### src/rtl/mem_stage.sv
// Memory-access stage: latches execute results, runs at most one req/ack data-bus
// transaction and emits a registered write-back packet. Optional macro: MEM_STAGE_MISALIGN_TRAP_EN.
//
// state    | meaning
// S_IDLE   | waiting for req, stage free
// S_ACCESS | bus request outstanding, timeout down-counter running
// S_RESP   | done pulse cycle, write-back packet valid
module mem_stage #(
  parameter int unsigned TIMEOUT_CYCLES = 255
) (
  input  logic        clk,
  input  logic        reset,
  input  logic        req,
  input  logic [2:0]  funct3,
  input  logic [4:0]  rd,
  input  logic [31:0] result,
  input  logic        rd_mem,
  input  logic        wr_mem,
  input  logic [31:0] rd_mem_addr,
  input  logic [31:0] wr_mem_addr,
  input  logic [31:0] wr_mem_data,
  input  logic        wr_regfile,
  output logic        dmem_req,
  output logic        dmem_we,
  output logic [31:0] dmem_addr,
  output logic [31:0] dmem_wdata,
  output logic [3:0]  dmem_wstrb,
  input  logic        dmem_ack,
  input  logic [31:0] dmem_rdata,
  output logic        busy,
  output logic        done,
  output logic        wb_en,
  output logic [4:0]  wb_rd,
  output logic [31:0] wb_data,
  output logic        err
);

  typedef enum logic [1:0] {
    S_IDLE   = 2'd0,
    S_ACCESS = 2'd1,
    S_RESP   = 2'd2
  } state_t;

  // Counter is loaded with N-1 so that dmem_req stays high for exactly N cycles.
  localparam logic [15:0] TO_LOAD = 16'(TIMEOUT_CYCLES - 1);

  state_t      r_state, w_state_nxt;
  logic [15:0] r_cnt, w_cnt_nxt;
  logic [2:0]  r_funct3, w_funct3_nxt;
  logic [1:0]  r_lane, w_lane_nxt;
  logic [4:0]  r_rd, w_rd_nxt;
  logic        r_wrf, w_wrf_nxt;
  logic        r_is_load, w_is_load_nxt;

  logic        r_dmem_req, w_dmem_req_nxt;
  logic        r_dmem_we, w_dmem_we_nxt;
  logic [31:0] r_dmem_addr, w_dmem_addr_nxt;
  logic [31:0] r_dmem_wdata, w_dmem_wdata_nxt;
  logic [3:0]  r_dmem_wstrb, w_dmem_wstrb_nxt;
  logic        r_busy, w_busy_nxt;
  logic        r_done, w_done_nxt;
  logic        r_wb_en, w_wb_en_nxt;
  logic [4:0]  r_wb_rd, w_wb_rd_nxt;
  logic [31:0] r_wb_data, w_wb_data_nxt;
  logic        r_err, w_err_nxt;

  logic        w_has_op;
  logic        w_illegal;
  logic        w_misalign;
  logic [31:0] w_addr;
  logic [1:0]  w_lane;
  logic [3:0]  w_strb;
  logic [31:0] w_wdata;
  logic [7:0]  w_byte;
  logic [15:0] w_half;
  logic [31:0] w_load_val;

  assign w_has_op = rd_mem | wr_mem;
  assign w_addr   = rd_mem ? rd_mem_addr : wr_mem_addr;
  assign w_lane   = w_addr[1:0];

  always_comb begin
    w_illegal = rd_mem & wr_mem;
    if (rd_mem && !wr_mem) begin
      case (funct3)
        3'b011, 3'b110, 3'b111: w_illegal = 1'b1;
        default:                w_illegal = 1'b0;
      endcase
    end else if (wr_mem && !rd_mem) begin
      w_illegal = (funct3 >= 3'b011);
    end
  end

`ifdef MEM_STAGE_MISALIGN_TRAP_EN
  assign w_misalign = ((funct3[1:0] == 2'b01) && w_lane[0]) ||
                      ((funct3[1:0] == 2'b10) && (w_lane != 2'b00));
`else
  assign w_misalign = 1'b0;
`endif

  always_comb begin
    case (funct3[1:0])
      2'b00: begin
        w_strb  = 4'b0001 << w_lane;
        w_wdata = {4{wr_mem_data[7:0]}};
      end
      2'b01: begin
        w_strb  = w_lane[1] ? 4'b1100 : 4'b0011;
        w_wdata = {2{wr_mem_data[15:0]}};
      end
      default: begin
        w_strb  = 4'b1111;
        w_wdata = wr_mem_data;
      end
    endcase
  end

  always_comb begin
    case (r_lane)
      2'd0:    w_byte = dmem_rdata[7:0];
      2'd1:    w_byte = dmem_rdata[15:8];
      2'd2:    w_byte = dmem_rdata[23:16];
      default: w_byte = dmem_rdata[31:24];
    endcase
    w_half = r_lane[1] ? dmem_rdata[31:16] : dmem_rdata[15:0];
    case (r_funct3)
      3'b000:  w_load_val = {{24{w_byte[7]}}, w_byte};
      3'b001:  w_load_val = {{16{w_half[15]}}, w_half};
      3'b100:  w_load_val = {24'd0, w_byte};
      3'b101:  w_load_val = {16'd0, w_half};
      default: w_load_val = dmem_rdata;
    endcase
  end

  always_comb begin
    w_state_nxt      = r_state;
    w_cnt_nxt        = r_cnt;
    w_funct3_nxt     = r_funct3;
    w_lane_nxt       = r_lane;
    w_rd_nxt         = r_rd;
    w_wrf_nxt        = r_wrf;
    w_is_load_nxt    = r_is_load;
    w_dmem_req_nxt   = r_dmem_req;
    w_dmem_we_nxt    = r_dmem_we;
    w_dmem_addr_nxt  = r_dmem_addr;
    w_dmem_wdata_nxt = r_dmem_wdata;
    w_dmem_wstrb_nxt = r_dmem_wstrb;
    w_busy_nxt       = r_busy;
    w_done_nxt       = 1'b0;
    w_wb_en_nxt      = r_wb_en;
    w_wb_rd_nxt      = r_wb_rd;
    w_wb_data_nxt    = r_wb_data;
    w_err_nxt        = r_err;

    case (r_state)
      S_IDLE: begin
        if (req) begin
          w_busy_nxt    = 1'b1;
          w_funct3_nxt  = funct3;
          w_lane_nxt    = w_lane;
          w_rd_nxt      = rd;
          w_wrf_nxt     = wr_regfile;
          w_is_load_nxt = rd_mem;
          if (!w_has_op) begin
            w_state_nxt   = S_RESP;
            w_done_nxt    = 1'b1;
            w_wb_en_nxt   = wr_regfile;
            w_wb_rd_nxt   = rd;
            w_wb_data_nxt = result;
            w_err_nxt     = 1'b0;
          end else if (w_illegal || w_misalign) begin
            w_state_nxt = S_RESP;
            w_done_nxt  = 1'b1;
            w_wb_en_nxt = 1'b0;
            w_wb_rd_nxt = rd;
            w_err_nxt   = 1'b1;
          end else begin
            w_state_nxt      = S_ACCESS;
            w_dmem_req_nxt   = 1'b1;
            w_dmem_we_nxt    = wr_mem;
            w_dmem_addr_nxt  = {w_addr[31:2], 2'b00};
            w_dmem_wstrb_nxt = rd_mem ? 4'b0000 : w_strb;
            w_dmem_wdata_nxt = w_wdata;
            w_cnt_nxt        = TO_LOAD;
          end
        end
      end

      S_ACCESS: begin
        // Ack is checked first so a response on the expiry cycle still completes.
        if (dmem_ack) begin
          w_state_nxt    = S_RESP;
          w_dmem_req_nxt = 1'b0;
          w_done_nxt     = 1'b1;
          w_wb_rd_nxt    = r_rd;
          w_wb_en_nxt    = r_is_load & r_wrf;
          w_err_nxt      = 1'b0;
          if (r_is_load) begin
            w_wb_data_nxt = w_load_val;
          end
        end else if (r_cnt == 16'd0) begin
          w_state_nxt    = S_RESP;
          w_dmem_req_nxt = 1'b0;
          w_done_nxt     = 1'b1;
          w_wb_rd_nxt    = r_rd;
          w_wb_en_nxt    = 1'b0;
          w_err_nxt      = 1'b1;
        end else begin
          w_cnt_nxt = r_cnt - 16'd1;
        end
      end

      S_RESP: begin
        w_busy_nxt  = 1'b0;
        w_state_nxt = S_IDLE;
      end

      default: begin
        w_state_nxt = S_IDLE;
      end
    endcase
  end

  always_ff @(posedge clk) begin
    if (reset) begin
      r_state      <= S_IDLE;
      r_cnt        <= 16'd0;
      r_funct3     <= 3'd0;
      r_lane       <= 2'd0;
      r_rd         <= 5'd0;
      r_wrf        <= 1'b0;
      r_is_load    <= 1'b0;
      r_dmem_req   <= 1'b0;
      r_dmem_we    <= 1'b0;
      r_dmem_addr  <= 32'd0;
      r_dmem_wdata <= 32'd0;
      r_dmem_wstrb <= 4'd0;
      r_busy       <= 1'b0;
      r_done       <= 1'b0;
      r_wb_en      <= 1'b0;
      r_wb_rd      <= 5'd0;
      r_wb_data    <= 32'd0;
      r_err        <= 1'b0;
    end else begin
      r_state      <= w_state_nxt;
      r_cnt        <= w_cnt_nxt;
      r_funct3     <= w_funct3_nxt;
      r_lane       <= w_lane_nxt;
      r_rd         <= w_rd_nxt;
      r_wrf        <= w_wrf_nxt;
      r_is_load    <= w_is_load_nxt;
      r_dmem_req   <= w_dmem_req_nxt;
      r_dmem_we    <= w_dmem_we_nxt;
      r_dmem_addr  <= w_dmem_addr_nxt;
      r_dmem_wdata <= w_dmem_wdata_nxt;
      r_dmem_wstrb <= w_dmem_wstrb_nxt;
      r_busy       <= w_busy_nxt;
      r_done       <= w_done_nxt;
      r_wb_en      <= w_wb_en_nxt;
      r_wb_rd      <= w_wb_rd_nxt;
      r_wb_data    <= w_wb_data_nxt;
      r_err        <= w_err_nxt;
    end
  end

  assign dmem_req   = r_dmem_req;
  assign dmem_we    = r_dmem_we;
  assign dmem_addr  = r_dmem_addr;
  assign dmem_wdata = r_dmem_wdata;
  assign dmem_wstrb = r_dmem_wstrb;
  assign busy       = r_busy;
  assign done       = r_done;
  assign wb_en      = r_wb_en;
  assign wb_rd      = r_wb_rd;
  assign wb_data    = r_wb_data;
  assign err        = r_err;

endmodule

### config.mk
export PLATFORM = sky130hd
export DESIGN_NAME = mem_stage
export DESIGN_NICKNAME = d
export VERILOG_FILES = /design/src/rtl/mem_stage.sv
export SDC_FILE = /design/constraint.sdc
export NUM_CORES = 1
export LEC_CHECK = 0
export ABC_AREA = 0
export BUFFER_PORTS_ARGS = -buffer_cell sky130_fd_sc_hd__buf_2
export CAP_MARGIN = 5
export CORE_MARGIN = 3
export CORE_UTILIZATION = 52
export DETAILED_ROUTE_END_ITERATION = 16
export GPL_TIMING_DRIVEN = 0
export PLACE_DENSITY = 0.86
export SYNTH_ARGS = -nofsm -noshare
export SYNTH_HDL_FRONTEND = slang
export SYNTH_SLANG_ARGS = --single-unit
export TNS_END_PERCENT = 20
### constraint.sdc
create_clock -name clk -period 5.2 [get_ports clk]
set_input_delay 0.52 -clock clk [delete_from_list [all_inputs] [get_ports clk]]
set_output_delay 0.52 -clock clk [all_outputs]
set_load 0.01 [all_outputs]
# --- Word-level counts from Yosys, hierarchy flattened ---
# Index checks and enable logic that the tools add are counted.
totals:
  word_cells: 125
  reg_bits: 139
  output_inout_bits: 111
  in_bits: 175
op_classes:
  addsub: 1
  n_mux: 59
  shifts: 1
  order_cmp: 1
  n_reduce_logical: 20
  eq_ne: 21
  n_bitwise: 4
op_table:
  columns: ["op", "n"]
  rows:
  - ["2-to-1 mux 32 bit", 5]
  - ["one-hot mux 32 bit (2 select lines)", 2]
  - ["one-hot mux 32 bit (4 select lines)", 1]
  - ["2-to-1 mux 16 bit", 6]
  - ["one-hot mux 16 bit (2 select lines)", 1]
  - ["2-to-1 mux 5 bit", 5]
  - ["one-hot mux 8 bit (3 select lines)", 1]
  - ["2-to-1 mux 1 bit", 23]
  - ["zero test 16 bit", 1]
  - ["!= test 2 bit, second input constant", 8]
  - ["subtractor 16 x 1 -> 16 bit, second input constant", 1]
  - ["== test 3 bit, second input constant", 4]
  - ["2-to-1 mux 2 bit", 5]
  - ["one-hot mux 1 bit (2 select lines)", 5]
  - ["one-hot mux 5 bit (2 select lines)", 1]
  - ["AND reduction 5 bit", 2]
  - ["2-to-1 mux 4 bit", 2]
  - ["one-hot mux 4 bit (2 select lines)", 1]
  - ["AND reduction 4 bit", 2]
  - ["== test 2 x 1 -> 1 bit, second input constant", 3]
  - ["zero test 2 bit", 3]
  - ["!= test 3 bit, second input constant", 2]
  - ["AND reduction 2 bit", 3]
  - ["AND reduction 6 bit", 1]
  - ["other kinds (14)", 19]

# --- Longest topological paths before layout ---
depth:
  word_depth: 8
  depth_mapped: 8
  mapped_depth_nobuf: 7

# --- Worst setup path before layout ---
# OpenSTA, ideal clock, no wires.
synth_path:
  path_type: "input-to-reg"
  from: "input port wr_mem"
  to: "register r_wb_data[22] (netlist: wb_data[22])"
  arrival_ps: 2184
  path_slack_ps: 2947
  path_stages: 7
  t_required_ps: 5131
  n_path_buf: 2
  setup_ps: 69
  cell_sequence: "or4b_2 -> a211oi_4 -> and2_1 -> buf_4 -> buf_4 -> a21oi_1 -> o21ai_1"
synth_between:
  elab_chain_cells: 3
synth_lines:
  columns: ["item", "line", "source"]
  rows:
  - ["start, declared", "18", "input logic wr_mem,"]
  - ["bitwise OR 1 bit", "78", "assign w_has_op = rd_mem | wr_mem;"]
  - ["!= test 2 bit (no line)", null, null]
  - ["AND reduction 5 bit (no line)", null, null]
  - ["end signal, assigned", "261", "r_wb_data <= w_wb_data_nxt;"]
  - ["end, declared", "64", "logic [31:0] r_wb_data, w_wb_data_nxt;"]
# No other way between the ends.
# A chain may end at the register's enable or synchronous reset.

# --- Final worst setup path ---
layout_path:
  from: "register r_state[1]"
  to: "register r_dmem_addr[8] (netlist: dmem_addr[8])"
layout_between:
  elab_chain_cells: 2
layout_lines:
  columns: ["item", "line", "source"]
  rows:
  - ["start, declared", "47", "state_t r_state, w_state_nxt;"]
  - ["start signal, assigned", "245", "r_state <= w_state_nxt;"]
  - ["zero test 2 bit", "155", "case (r_state)"]
  - ["AND reduction 4 bit (no line)", null, null]
  - ["end signal, assigned", "254", "r_dmem_addr <= w_dmem_addr_nxt;"]
  - ["end, declared", "57", "logic [31:0] r_dmem_addr, w_dmem_addr_nxt;"]
# No other way between the ends.

==> summary.md <==
| Metric | Value |
|---|---|
| Setup repair bufs after CTS | `0` |
| # Max-Cap Violations | `0` |
| Min Tclk post-route | `2.598 ns` |
| Total routed wirelength | `22.91 mm` |
| DRT Pass-1 Iters | `6` |
| Max_slew headroom | `0.2753` |
| Global-route wire length before repair | `35.65 mm` |
| Number of nets in the layout | `1272` |
| Crit Path Category | `flip-flop to flip-flop` |
| Placed Cells | `1244` |
| Yosys reg bits | `139` |
| Met2 GRT Util | `0.5172` |
| Final WS setup | `2.602 ns` |
| Die width | `118.7 um` |
| Vias in the first global route | `6948` |
| Status | `completed` |
| Maximum vdd drop | `205.0 uV` |
| Sequential cell area fraction in the yosys report | `0.4215` |
| Layout overhead on the synthesized area | `33.78%` |
| Reg2Reg Setup Slack | `2.60 ns` |
| Most common flop cell mapped by yosys | `dfxtp_1` |
| Commonest cells after routing, fill and taps aside | `buf_2 (290), dfxtp_1 (139), nor2_1 (107)` |
| Clock slew at the register clock pins of the worst setup and hold paths | `0.06 ns` |
| Synthesized instance count | `795` |
| Critical Path Stages | `6` |
| CP Cell Sequence | `buf_2, or3b_1, a2111oi_4, buf_2, buf_1, a211oi_1` |
| Asr flop ratio synth | `0` |
| CP arrival | `2.89 ns` |
| Total track usage | `0.3153` |
| Die area | `14080 sq um` |
| Antenna fix cells | `0` |
| Setup Skew | `0.009954 ns` |
| Cts hold-fix bufs | `0` |
| Avg WL per Cell | `17.96 um` |
| Lkg Pwr | `3.998 nW` |
| Yosys cell types | `56` |
| Final Util | `0.7232` |
| Initial Util | `0.5406` |
| Crit path launch type | `flip-flop` |
| Max frequency | `385.0 MHz` |
| Drt initial violations | `883` |
| Slowest stage delay, CP | `0.57 ns` |
| Power, Total | `2.939 mW` |
| Rows | `40` |
| Crit path capture type | `flip-flop` |
| Hold EP | `r_rd[2]` |
| DRC violations left | `0` |
| Synthesis Warnings | `0` |
| CTS sink cnt | `139` |
| Top Ports | `286` |
| Antenna Nets Post-Route | `0` |
| Fin. max-slew vios | `0` |
| GR Util met3 | `0.08325` |
| Worst flop-to-flop path startpoint | `r_state[1]` |
| Finish-stage setup viols | `0` |
| Slew @ Worst Pin | `1.078 ns` |
| WP buf/inv | `3` |
| Most used routing layer | `met2` |
| Tcrit/Tclk final | `0.4995` |
| Cell family with most CP delay | `buffers and inverters` |
| Clk buf depth | `2` |
| I/O Buffers | `280` |
| CTS buffer count | `17` |
| Routed vias/inst | `5.842` |
| HP Start | `rd[2]` |
| Critical-path top delay cell | `a2111oi_4` |
| Commonest non-fill, non-tap cell in the layout | `buf_2` |
| PwrDens | `332.8 nW/um^2` |
| Gpl congestion | `0.9500` |
| Reg2reg path depth | `6` |
| Met1 Usage GRT | `0.3842` |
| R2R Path End | `dmem_addr[8]` |
| Fin. Hold Viols | `0` |
| WHS Path Cells | `3` |
| Min-delay worst type | `input port to flip-flop` |
| Cell Count, Final, Fillers Out | `1276` |
| CTS HTree Levels | `4` |
| Root buffer cell | `clkbuf_16` |
| Fin Setup TNS | `0 ns` |
| Pin count of the biggest net entering global routing | `17` |
| Cell area after synthesis | `6601 sq um` |
| EDFF count, synth | `0` |
| Mean post-synth cell area | `8.304 sq um` |
| Post-detail-place hpwl | `17.35 mm` |
| Vias | `7454` |
| Unrepaired setup endpoints after global routing | `false` |
| Pre-CTS setup slack | `2.547 ns` |
| CTS tree | `yes` |
| Chip height | `118.7 um` |
| Worst skew pair latency | `0.43 ns` |
| Overflow after GRT | `0` |
| Worst Path Max Fanout | `10` |
| CTS resizes | `0` |
| Hold Slack | `0.3552 ns` |
| Post-DP Area | `8217 sq um` |
| Layout cells sized above 1 | `0.3060` |
| Core area | `12210 sq um` |
| Cell mode on critical path | `buf_2` |
| Antenna violations before repair | `0` |
| Design area | `8831 sq um` |
| WP data required | `5.49 ns` |
-- kinds of logic after synthesis --
family / count (synthesis) / share of synthesized area
AOI/OAI and AO/OA: 252 / 0.2585
xor gates and xnor gates: 8 / 0.01061
adders and majority gates: 2 / 0.003790
buffers and inverters: 78 / 0.04852
DFF: 139 / 0.4215
muxes: 55 / 0.08548
other: 1 / 0.0005681
and+or+nand+nor: 260 / 0.1710
-- final cells by class --
cell class,instances,area [sq um]
Fill cell,979,3381
Sequential cell,139,2783
Buffer,66,275.3
Clock inverter,11,133.9
Timing Repair Buffer,280,1401
Tap cell,168,210.2
Inverter,12,45.04
Multi-Input combinational cell,579,3502
Clock buffer,21,480.5
-- worst min-delay path: cells and delay by family --
| family | cells | cell delay (ns) |
|---|---|---|
| and+or+nand+nor | 1 | 0.05 |
| AOI/OAI and AO/OA | 1 | 0.05 |
| buffers and inverters | 1 | 0.11 |
-- cells in the mapped netlist, types with 7 or more instances --
cell	n	area share
nand2_1	97	0.055
a21oi_1	64	0.049
o21ai_1	11	0.0083
a21o_1	8	0.0091
a221oi_1	14	0.019
nor2_1	107	0.061
o211ai_1	8	0.0091
a31oi_1	9	0.0085
o21a_1	9	0.010
o21ai_0	33	0.025
clkbuf_1	44	0.025
nor2b_1	8	0.0076
dfxtp_1	139	0.42
mux2i_1	53	0.080
inv_1	11	0.0063
nand3_1	7	0.0053
a211oi_1	53	0.060
buf_1	8	0.0045
buf_2	10	0.0076
o221ai_1	7	0.0093
a311oi_1	15	0.020
o31ai_1	7	0.0080
-- metal layers --
metal | share of wire | wire (um)
met3 | 0.092 | 2106
met2 | 0.48 | 11060
met4 | 0.042 | 969
met1 | 0.38 | 8780
met5 | 0 | 0
-- report_power, final --
group	total, mW	internal, mW	switching (mW)
Clock	1.25	0.762	0.485
Combinational	0.521	0.206	0.315
Sequential	1.17	1.13	0.0401
Total	2.94	2.10	0.840
-- registers in the layout, indices dropped and copies added (netlist names) --
register and flops:
wb_en 1, r_funct3 3, r_wrf 1, dmem_we 1, dmem_addr 30, wb_rd 5, r_is_load 1, dmem_wstrb 4
r_cnt 16, r_lane 2, busy 1, dmem_req 1, err 1, done 1, dmem_wdata 32, r_state 2
wb_data 32, r_rd 5
-- how the worst max path moves through the flow --
stage               endpoint  startpoint  slack (ns)
2_1_floorplan    wb_data[22]      wr_mem        2.95
3_3_place_gp   dmem_addr[13]         req        2.54
5_1_grt         dmem_addr[8]  r_state[1]        2.42
6_report        dmem_addr[8]  r_state[1]        2.60
4_1_cts         dmem_addr[8]  r_state[1]        2.64
3_5_place_dp    dmem_addr[2]         req        2.55
Note: power is estimated with default switching activity, not from simulation.
